==> src/rtl/mux_scan_sel_pkg.sv <==
// Purpose: shared mode encodings, select-width helper and channel packing for mux_scan_sel.
// Latency: n/a (declarations only).
// Backpressure: n/a (no flow control in this block family).
//
// Packing: channel i of a flat data bus lives in bits [chan_lsb(i, WIDTH) +: WIDTH].
package mux_scan_sel_pkg;

    localparam logic MODE_MANUAL = 1'b0;
    localparam logic MODE_SCAN   = 1'b1;

    // A select field is never narrower than one bit, even for a 2-way selector.
    function automatic int sel_w_f(input int n);
        return (n <= 2) ? 1 : $clog2(n);
    endfunction

    function automatic int chan_lsb(input int idx, input int width);
        return idx * width;
    endfunction

endpackage

==> src/rtl/mux_scan_sel_if.sv <==
// Purpose: control/data bundle between the sources (master) and the selector (slave).
// Latency: n/a (wires only).
// Backpressure: none; outputs are sampled every cycle by the sink.
//
// master drives mode, sel_in, en_mask, hold, data_in and observes the outputs;
// slave (the selector) drives data_out, sel_out, valid_out and wrap.
interface mux_scan_sel_if
    import mux_scan_sel_pkg::*;
#(
    parameter int N     = 4,
    parameter int WIDTH = 2,
    parameter int SEL_W = sel_w_f(N)
);
    logic                 mode;
    logic [SEL_W-1:0]     sel_in;
    logic [N-1:0]         en_mask;
    logic                 hold;
    logic [N*WIDTH-1:0]   data_in;
    logic [WIDTH-1:0]     data_out;
    logic [SEL_W-1:0]     sel_out;
    logic                 valid_out;
    logic                 wrap;

    modport master (
        output mode, sel_in, en_mask, hold, data_in,
        input  data_out, sel_out, valid_out, wrap
    );

    modport slave (
        input  mode, sel_in, en_mask, hold, data_in,
        output data_out, sel_out, valid_out, wrap
    );
endinterface

==> src/rtl/mux_scan_sel_next_en_idx.sv <==
// Purpose: find the next enabled channel strictly after cur, wrapping to the lowest enabled one.
// Latency: combinational.
// Backpressure: none.
//
// Ports: en_mask/cur in; nxt (next index), wrapped (nxt <= cur), any_en (mask non-zero) out.
// An out-of-range cur has no enabled channel above it, so it always wraps.
module mux_scan_sel_next_en_idx #(
    parameter int N     = 4,
    parameter int SEL_W = 2
) (
    input  logic [N-1:0]     en_mask,
    input  logic [SEL_W-1:0] cur,
    output logic [SEL_W-1:0] nxt,
    output logic             wrapped,
    output logic             any_en
);
    logic             found_hi;
    logic [SEL_W-1:0] hi_idx;
    logic [SEL_W-1:0] lo_idx;

    // Walk downwards so the last hit in each category is the lowest index.
    always_comb begin
        found_hi = 1'b0;
        hi_idx   = '0;
        lo_idx   = '0;
        for (int i = N - 1; i >= 0; i--) begin
            if (en_mask[i]) begin
                lo_idx = SEL_W'(i);
                if (SEL_W'(i) > cur) begin
                    found_hi = 1'b1;
                    hi_idx   = SEL_W'(i);
                end
            end
        end
    end

    assign any_en  = |en_mask;
    assign nxt     = found_hi ? hi_idx : lo_idx;
    assign wrapped = any_en & ~found_hi;

endmodule

==> src/rtl/mux_scan_sel.sv <==
// Purpose: N-way WIDTH-bit channel selector, manual (sel_in) or auto-scan over enabled channels.
// Latency: one cycle from sel_in/data_in/en_mask to data_out/valid_out.
// Backpressure: none; hold freezes selection and dwell count but data keeps tracking.
//
// Ports: clock, reset_n (async, active low), bus (slave modport of mux_scan_sel_if).
// sel_out always names the channel whose data is in data_out this cycle.
module mux_scan_sel
    import mux_scan_sel_pkg::*;
#(
    parameter int N     = 4,
    parameter int WIDTH = 2,
    parameter int DWELL = 3,
    parameter int SEL_W = sel_w_f(N)
) (
    input  logic         clock,
    input  logic         reset_n,
    mux_scan_sel_if.slave bus
);
    localparam int MP_W = 1 << SEL_W;
    localparam int DW_W = (DWELL <= 1) ? 1 : $clog2(DWELL);
    localparam logic [DW_W-1:0] DWELL_LAST = DW_W'(DWELL - 1);

    logic [SEL_W-1:0] sel_q;
    logic [SEL_W-1:0] sel_next;
    logic [SEL_W-1:0] scan_idx;
    logic [DW_W-1:0]  dwell_cnt;
    logic [DW_W-1:0]  dwell_next;
    logic             wrap_next;
    logic             scan_wrapped;
    logic             any_en;
    logic             cur_ok;
    logic             sel_ok;
    logic [MP_W-1:0]  mask_pad;
    logic [WIDTH-1:0] sel_dat;
    logic [WIDTH-1:0] data_q;
    logic             valid_q;
    logic             wrap_q;

    // Zero-extend the mask to every encodable index so out-of-range
    // selections simply read as disabled.
    assign mask_pad = MP_W'(bus.en_mask);
    assign cur_ok   = mask_pad[sel_q];
    assign sel_ok   = mask_pad[sel_next];

    mux_scan_sel_next_en_idx #(
        .N     (N),
        .SEL_W (SEL_W)
    ) u_next_en_idx (
        .en_mask (bus.en_mask),
        .cur     (sel_q),
        .nxt     (scan_idx),
        .wrapped (scan_wrapped),
        .any_en  (any_en)
    );

    always_comb begin
        sel_next   = sel_q;
        dwell_next = dwell_cnt;
        wrap_next  = 1'b0;
        if (!bus.hold) begin
            case (bus.mode)
                MODE_MANUAL: begin
                    sel_next   = bus.sel_in;
                    dwell_next = '0;
                end
                MODE_SCAN: begin
                    if (!any_en) begin
                        dwell_next = '0;
                    end else if (!cur_ok || dwell_cnt == DWELL_LAST) begin
                        // A disabled/out-of-range current channel is skipped
                        // immediately, without waiting out the dwell.
                        sel_next   = scan_idx;
                        dwell_next = '0;
                        wrap_next  = scan_wrapped;
                    end else begin
                        dwell_next = dwell_cnt + DW_W'(1);
                    end
                end
            endcase
        end
    end

    always_comb begin
        sel_dat = '0;
        for (int i = 0; i < N; i++) begin
            if (sel_next == SEL_W'(i)) begin
                sel_dat = bus.data_in[chan_lsb(i, WIDTH) +: WIDTH];
            end
        end
    end

    always_ff @(posedge clock or negedge reset_n) begin
        if (!reset_n) begin
            sel_q     <= '0;
            dwell_cnt <= '0;
            data_q    <= '0;
            valid_q   <= 1'b0;
            wrap_q    <= 1'b0;
        end else begin
            sel_q     <= sel_next;
            dwell_cnt <= dwell_next;
            data_q    <= sel_ok ? sel_dat : '0;
            valid_q   <= sel_ok;
            wrap_q    <= wrap_next;
        end
    end

    assign bus.data_out  = data_q;
    assign bus.sel_out   = sel_q;
    assign bus.valid_out = valid_q;
    assign bus.wrap      = wrap_q;

endmodule

==> src/flat_wrapper.sv <==
// flat-port wrapper written by rule: the top's interface ports become plain ports
module mux_scan_sel_flat import mux_scan_sel_pkg::*;
#(
    parameter int N     = 4,
    parameter int WIDTH = 2,
    parameter int DWELL = 3,
    parameter int SEL_W = sel_w_f(N)
)
  (clock, reset_n, bus_mode, bus_sel_in, bus_en_mask, bus_hold, bus_data_in, bus_data_out, bus_sel_out, bus_valid_out, bus_wrap);
  mux_scan_sel_if #(.N(N), .WIDTH(WIDTH), .SEL_W(SEL_W)) bus_i ();
  input  logic clock;
  input  logic reset_n;
  input wire logic [$bits(bus_i.mode)-1:0] bus_mode;
  input wire logic [$bits(bus_i.sel_in)-1:0] bus_sel_in;
  input wire logic [$bits(bus_i.en_mask)-1:0] bus_en_mask;
  input wire logic [$bits(bus_i.hold)-1:0] bus_hold;
  input wire logic [$bits(bus_i.data_in)-1:0] bus_data_in;
  output wire logic [$bits(bus_i.data_out)-1:0] bus_data_out;
  output wire logic [$bits(bus_i.sel_out)-1:0] bus_sel_out;
  output wire logic [$bits(bus_i.valid_out)-1:0] bus_valid_out;
  output wire logic [$bits(bus_i.wrap)-1:0] bus_wrap;
  assign bus_i.mode = bus_mode;
  assign bus_i.sel_in = bus_sel_in;
  assign bus_i.en_mask = bus_en_mask;
  assign bus_i.hold = bus_hold;
  assign bus_i.data_in = bus_data_in;
  assign bus_data_out = bus_i.data_out;
  assign bus_sel_out = bus_i.sel_out;
  assign bus_valid_out = bus_i.valid_out;
  assign bus_wrap = bus_i.wrap;
  mux_scan_sel #(.N(N), .WIDTH(WIDTH), .DWELL(DWELL), .SEL_W(SEL_W)) u_core (.clock(clock), .reset_n(reset_n), .bus(bus_i));
endmodule
==> config.mk <==
export PLATFORM = sky130hd
export DESIGN_NAME = mux_scan_sel_flat
export DESIGN_NICKNAME = d
export VERILOG_FILES = /design/src/rtl/mux_scan_sel_pkg.sv /design/src/rtl/mux_scan_sel_if.sv /design/src/rtl/mux_scan_sel_next_en_idx.sv /design/src/rtl/mux_scan_sel.sv /design/src/flat_wrapper.sv
export SDC_FILE = /design/constraint.sdc
export NUM_CORES = 1
export LEC_CHECK = 0
export CAP_MARGIN = 20
export CORE_MARGIN = 2
export CORE_UTILIZATION = 28
export CTS_CLUSTER_SIZE = 25
export DETAILED_ROUTE_END_ITERATION = 8
export SYNTH_ARGS = -nofsm -noshare
export SYNTH_HDL_FRONTEND = slang
export SYNTH_HIERARCHICAL = 1
export SYNTH_SLANG_ARGS = --single-unit
==> constraint.sdc <==
create_clock -name clock -period 5 [get_ports clock]
set_clock_uncertainty 0.05 [all_clocks]
set_input_delay 1 -clock clock [delete_from_list [all_inputs] [get_ports clock]]
set_output_delay 1 -clock clock [all_outputs]
set_load 0.02 [all_outputs]
Yosys cells after proc, flatten, opt, wreduce, memory -nomap -nowiden
Cells that the tools add are included.
Widths: inputs -> output; s select.
{"block": "totals", "regBits": 8, "inputBits": 18, "output_inout_bits": 6, "elab_cells": 64}
{"block": "op_classes", "add_sub_neg": 1, "magnitude_cmp": 6, "n_eq_ne": 4, "n_mux": 41, "bitwise_logic": 3, "reduce_logical": 4}
{"cell": "$mux 2", "n": 23}
{"cell": "$mux 1", "n": 14}
{"cell": "$pmux 2 s2", "n": 2}
{"cell": "$eq 2x2->1 const B", "n": 3}
{"cell": "$lt 2x3->1 const B", "n": 2}
{"cell": "$bmux 1 s2", "n": 2}
{"cell": "$gt 1x2->1 const A", "n": 2}
{"cell": "$gt 2x2->1 const A", "n": 2}
{"cell": "$reduce_or 4->1", "n": 1}
{"cell": "$add 2x1->2 const B", "n": 1}
{"cell": "$eq 2x1->1 const B", "n": 1}
{"cell": "$logic_not 2->1", "n": 1}
{"cell": "$not 1->1", "n": 2}
{"cell": "$and 1x1->1", "n": 1}
{"cell": "$logic_not 1->1", "n": 1}
{"cell": "$logic_or 1x1->1", "n": 1}

Logic depth before layout (Yosys ltp)
{"block": "logic_depth", "ltp_word": 20, "ltp_mapped": 8, "depth_no_buf": 8}

Modules after synthesis
Netlist, hierarchy kept.
{"module": "mux_scan_sel", "instances": 1, "cells_each": 53, "area_each_um2": 539.3, "seq_area_each_um2": 200.2}
{"module": "mux_scan_sel_next_en_idx", "instances": 1, "cells_each": 19, "area_each_um2": 123.9, "seq_area_each_um2": 0.0}

Worst setup path before layout
OpenSTA, ideal clock, no wires.
{"block": "synth_path", "kind": "input to register", "from": "in bus_en_mask[2]", "to": "reg u_core.data_q[0] (netlist: u_core/bus.data_out[0])", "setup_ns": 0.125, "arrival_ns": 2.453, "required_time_ns": 4.825, "path_slack_ns": 2.372, "path_stages": 5, "n_path_buf": 0, "path_cell_list": "or4_4 -> o221ai_2 -> nor4bb_1 -> a311oi_2 -> mux2_2"}
{"block": "synth_between", "elab_chain_cells": 16, "elab_cells_between_ends": 34, "classes_between": "3 x eq/ne; 27 x mux; 4 x reduce/logical"}
{"element": "start, declared", "line": "flat_wrapper.sv:15", "rtl": "input wire logic [$bits(bus_i.en_mask)-1:0] bus_en_mask;"}
{"element": "$mux 2 or $mux 1 (tied branches)", "line": "mux_scan_sel_next_en_idx.sv:27", "rtl": "if (en_mask[i]) begin"}
{"element": "$mux 2 or $mux 1 (tied branches)", "line": "mux_scan_sel_next_en_idx.sv:29", "rtl": "if (SEL_W'(i) > cur) begin"}
{"element": "$mux 2 or $mux 1 (tied branches)", "line": "mux_scan_sel_next_en_idx.sv:27"}
{"element": "$mux 2 or $mux 1 (tied branches)", "line": "mux_scan_sel_next_en_idx.sv:29"}
{"element": "$mux 2 or $mux 1 (tied branches)", "line": "mux_scan_sel_next_en_idx.sv:27"}
{"element": "$mux 2", "line": "mux_scan_sel_next_en_idx.sv:38", "rtl": "assign nxt = found_hi ? hi_idx : lo_idx;"}
{"element": "$mux 2", "line": "mux_scan_sel.sv:69", "rtl": "end else if (!cur_ok || dwell_cnt == DWELL_LAST) begin"}
{"element": "$mux 2", "line": "mux_scan_sel.sv:67", "rtl": "if (!any_en) begin"}
{"element": "$pmux 2 s2", "line": "mux_scan_sel.sv:61", "rtl": "case (bus.mode)"}
{"element": "$mux 2", "line": "mux_scan_sel.sv:60", "rtl": "if (!bus.hold) begin"}
{"element": "$logic_not 2->1", "line": "mux_scan_sel.sv:86", "rtl": "if (sel_next == SEL_W'(i)) begin"}
{"element": "$mux 2 (4 in a row)", "line": "mux_scan_sel.sv:86"}
{"element": "$mux 2 *", "line": "mux_scan_sel.sv:102", "rtl": "data_q <= sel_ok ? sel_dat : '0;"}
{"element": "end signal, assigned", "line": "mux_scan_sel.sv:102"}
{"element": "end, declared", "line": "mux_scan_sel.sv:35", "rtl": "logic [WIDTH-1:0] data_q;"}
Mark *: on every way between the ends. The rest lies on a longest branch, timed or not. The select of a mux whose other input is x is not followed.
A chain may end at the register's enable or synchronous reset.

Final worst setup path
{"block": "layout_path", "from": "in bus_en_mask[3]", "to": "reg u_core.data_q[1] (netlist: u_core/bus.data_out[1])"}
{"block": "layout_between", "elab_cells_between_ends": 39, "classes_between": "3 x eq/ne; 32 x mux; 4 x reduce/logical"}
{"element": "$reduce_or 4->1 *", "line": "mux_scan_sel_next_en_idx.sv:37", "rtl": "assign any_en = |en_mask;"}
{"element": "net u_core.any_en", "line": "mux_scan_sel.sv:30", "rtl": "logic any_en;"}
{"element": "$mux 2 *", "line": "mux_scan_sel.sv:67"}
{"element": "$pmux 2 s2 *", "line": "mux_scan_sel.sv:61"}
{"element": "$mux 2 *", "line": "mux_scan_sel.sv:60"}
{"element": "$logic_not 2->1", "line": "mux_scan_sel.sv:86"}
{"element": "$mux 2 (4 in a row)", "line": "mux_scan_sel.sv:86"}
{"element": "$mux 2 *", "line": "mux_scan_sel.sv:102"}
Mark *: on every way through the listed nets, which the timed path passes. The rest lies on a longest branch. The select of a mux whose other input is x is not followed.

==> Flow_metrics.wiki <==
{| class="wikitable"
! Metric !! Value
|-
| NumNets Final || 118
|-
| Global-route wire length before repair || 2.587 mm
|-
| Fillers || 242
|-
| Data arrival, critical path || 3220 ps
|-
| CP Capture Point || u_core/bus.data_out[1]$_DFF_PN0_
|-
| Outcome || finished, final reports clean
|-
| Synth warn || 6
|-
| Post-synthesis sequential area ratio || 30.19%
|-
| Post-route antenna net violation count || 0
|-
| Clock-pin slew on the worst setup and hold paths || 50 ps
|-
| Area of the mapped netlist || 663.1 um^2
|-
| Tightest Hold Check Type || register to register
|-
| ANT cells || 0
|-
| Total Die Area || 0.002774 mm^2
|-
| Total Routing Usage GR || 12.87%
|-
| Share of flip-flops with an asynchronous set or reset || 100.0%
|-
| EDFF count, synth || 0
|-
| Cells on worst reg2reg path || 8
|-
| Cell at the root of the clock tree || clkbuf_4
|-
| Die width || 52.67 um
|-
| Die height || 52.67 um
|-
| FF-to-FF setup slack || 2720 ps
|-
| RSZ-0062 raised after global routing || no
|-
| Synthesized area per cell || 9.210 um^2
|-
| Max-slew headroom at the worst pin || 71.61%
|-
| Endpoint class of the critical path || register
|-
| Vias/cell || 4.952
|-
| Boundary pin count || 24
|-
| Worst vdd rail ir drop || 0.0002398 V
|-
| # resized after CTS || 0
|-
| Initial core utilization || 29.69%
|-
| Largest net degree at the start of global routing || 12
|-
| Leakage power || 0.4025 nW
|-
| Sum of negative setup slack || 0 ps
|-
| Detailed-routing wirelength on met1 || 718 um
|-
| Maximum clock path buffer count || 2
|-
| Global placer's final weighted congestion || 0.7816
|-
| Total global routing overflow || 0
|-
| Placement row count || 17
|-
| Post-synthesis cell count || 72
|-
| Half-perimeter wire length after detailed placement || 1.244 mm
|-
| Clock tree from TritonCTS || done
|-
| F_max || 318.5 MHz
|-
| 1st-iter DRT viols || 8
|-
| Launching point of the worst reg2reg path || u_core/bus.sel_out[0]$_DFF_PN0_
|-
| Worst Setup Start Kind || input port
|-
| Most frequently used cell type in the post-synthesis netlist || nand2_1
|-
| Slew @ Worst Pin || 425.9 ps
|-
| Maximum fanout along the worst path || 10
|-
| Max-capacitance violation count || 0
|-
| DP Area || 917.1 um^2
|-
| Core Region || 0.002233 mm^2
|-
| Number of nets in the synthesized netlist || 91
|-
| Growth of design area from synthesis to finish || 41.70%
|-
| Fin crit share || 62.79%
|-
| Non-filler instance count after layout || 125
|-
| Count of buffers from port buffering || 23
|-
| Critical path class || input port to register
|-
| H-Tree Level Count || 1
|-
| Via count of the first global-routing pass || 601
|-
| Slew Limit Fails || 0
|-
| Endpoint required time on the critical path || 5080 ps
|-
| Placed Instances || 122
|-
| CP startpoint || bus_en_mask[3]
|-
| Flop and latch count out of synthesis || 8
|-
| Residual DRC || 0
|-
| Non-Filler Cell Area, Final || 939.7 um^2
|-
| Proportion of layout cells with a drive suffix above 1 || 12.37%
|-
| Commonest cells in the netlist || nand2_1, mux2i_1, dfrtp_1
|-
| Wire length reported by the detailed router || 1.569 mm
|-
| Wire length per cell || 12.55 um
|-
| Top post-synthesis cells by area || dfrtp_1, mux2i_1, nand2_1
|-
| Total power divided by cell area || 338.2 mW/mm^2
|-
| Detailed route wirelength on metal2 || 746 um
|-
| Clock latency of the later-clocked register in the worst-skew pair || 240 ps
|-
| Number of buffers inserted by post-CTS setup repair || 0
|-
| Final setup viols || 0
|-
| Biggest area consumer among synthesized cells || dfrtp_1
|-
| 1st-pass router iterations || 4
|-
| CTS sink count || 8
|-
| Area taken by flip-flops and latches || 200.2 um^2
|-
| Min Hold Slack || 438.7 ps
|-
| Antenna violations before repair || 0
|-
| Met3 routed wirelength || 86 um
|-
| Min Tclk post-route || 3139 ps
|-
| Area fraction of the dominant cell type after synthesis || 30.19%
|-
| Count of endpoints failing hold in the final timing report || 0
|-
| Most used flip-flop cell after synthesis || dfrtp_1
|-
| Area used by multi-input combinational logic || 440.4 um^2
|-
| Vias || 619
|-
| Max layer used || met4
|-
| Reg-to-reg critical path endpoint || u_core/bus.data_out[1]$_DFF_PN0_
|-
| Count of hold buffers inserted by post-cts repair || 0
|-
| Number of unique standard cell types used by synthesis || 27
|-
| Clock buffers created by TritonCTS || 3
|}
[registers in the layout, indices dropped and copies added, names as in the netlist]
| register | flops |
|---|---|
| u_core/bus.data_out | 2 |
| u_core/bus.sel_out | 2 |
| u_core/bus.valid_out | 1 |
| u_core/bus.wrap | 1 |
| u_core/dwell_cnt | 2 |
[critical path, stage by stage]
cell and delay (ps):
clkdlybuf4s50_1 560, or4_4 620, o221ai_2 110, nor4bb_1 100, a311oi_2 430, mux2_2 390
[metal layers]
metal	up-vias	global-route usage (%)
li1	317	-
met1	278	16.72
met2	22	19.58
met3	2	4.571
met4	0	4.274
met5	-	0
[logic make-up (layout without fill, tap and decap cells)]
logic type	count (synthesis)	in the layout	share of synthesized area (%)
buf+inv	4	29	3.396
compound gates	15	15	18.11
fa+ha+maj	1	1	1.886
mux	12	12	18.49
simple gates	32	32	27.92
flops	8	8	30.19
[where the power goes]
| part | switching [mW] | internal [mW] |
|---|---|---|
| logic | 0.0800 | 0.0889 |
| clock network | 0.0188 | 0.0273 |
| registers | 0.0214 | 0.0814 |
| total | 0.120 | 0.198 |
[metrics by stage]
stage / util (%) / setup slack [ps] / power (mW)
global route: 42.07 / 1754 / 0.3444
CTS: 42.07 / 1857 / 0.3226
detailed placement: 41.06 / 1603 / 0.2730
floorplan: - / 2372 / 0.2135
finish: 42.07 / 1861 / 0.3178
global placement: 41.06 / 1634 / 0.2722
[layout make-up]
type                       instances  share of cell area (%)
clock buffer                       3                   2.397
inverter                           3                   1.198
multi-input combinational         60                   46.87
sequential                         8                   21.30
tap                               28                   3.728
timing repair buffer              23                   24.50
[cells in the final DEF (no fill, tap or decap), types with 3 or more instances in the layout]
| cell | n |
|---|---|
| inv_1 | 3 |
| nand2_1 | 16 |
| dfrtp_1 | 8 |
| mux2i_1 | 10 |
| clkdlybuf4s50_1 | 23 |
| a21oi_1 | 3 |
| clkbuf_4 | 3 |
| nor2_1 | 4 |
| nand2b_1 | 3 |
| o21ai_0 | 3 |
[worst min-delay path by stage]
stage | from | endpoint | slack (ps) | cells after the start
after detailed placement | u_core/dwell_cnt[1]$_DFFE_PN0N_ | u_core/dwell_cnt[1]$_DFFE_PN0N_ | 440 | 2
after CTS | u_core/dwell_cnt[1]$_DFFE_PN0N_ | u_core/dwell_cnt[1]$_DFFE_PN0N_ | 450 | 2
after floorplan | u_core/dwell_cnt[1]$_DFFE_PN0N_ | u_core/dwell_cnt[1]$_DFFE_PN0N_ | 410 | 2
after global placement | u_core/dwell_cnt[1]$_DFFE_PN0N_ | u_core/dwell_cnt[1]$_DFFE_PN0N_ | 430 | 2
after global routing | u_core/dwell_cnt[1]$_DFFE_PN0N_ | u_core/dwell_cnt[1]$_DFFE_PN0N_ | 460 | 2
final | u_core/dwell_cnt[0]$_DFFE_PN0N_ | u_core/dwell_cnt[0]$_DFFE_PN0N_ | 440 | 1
No activity file was read; power rests on OpenSTA's default activity.
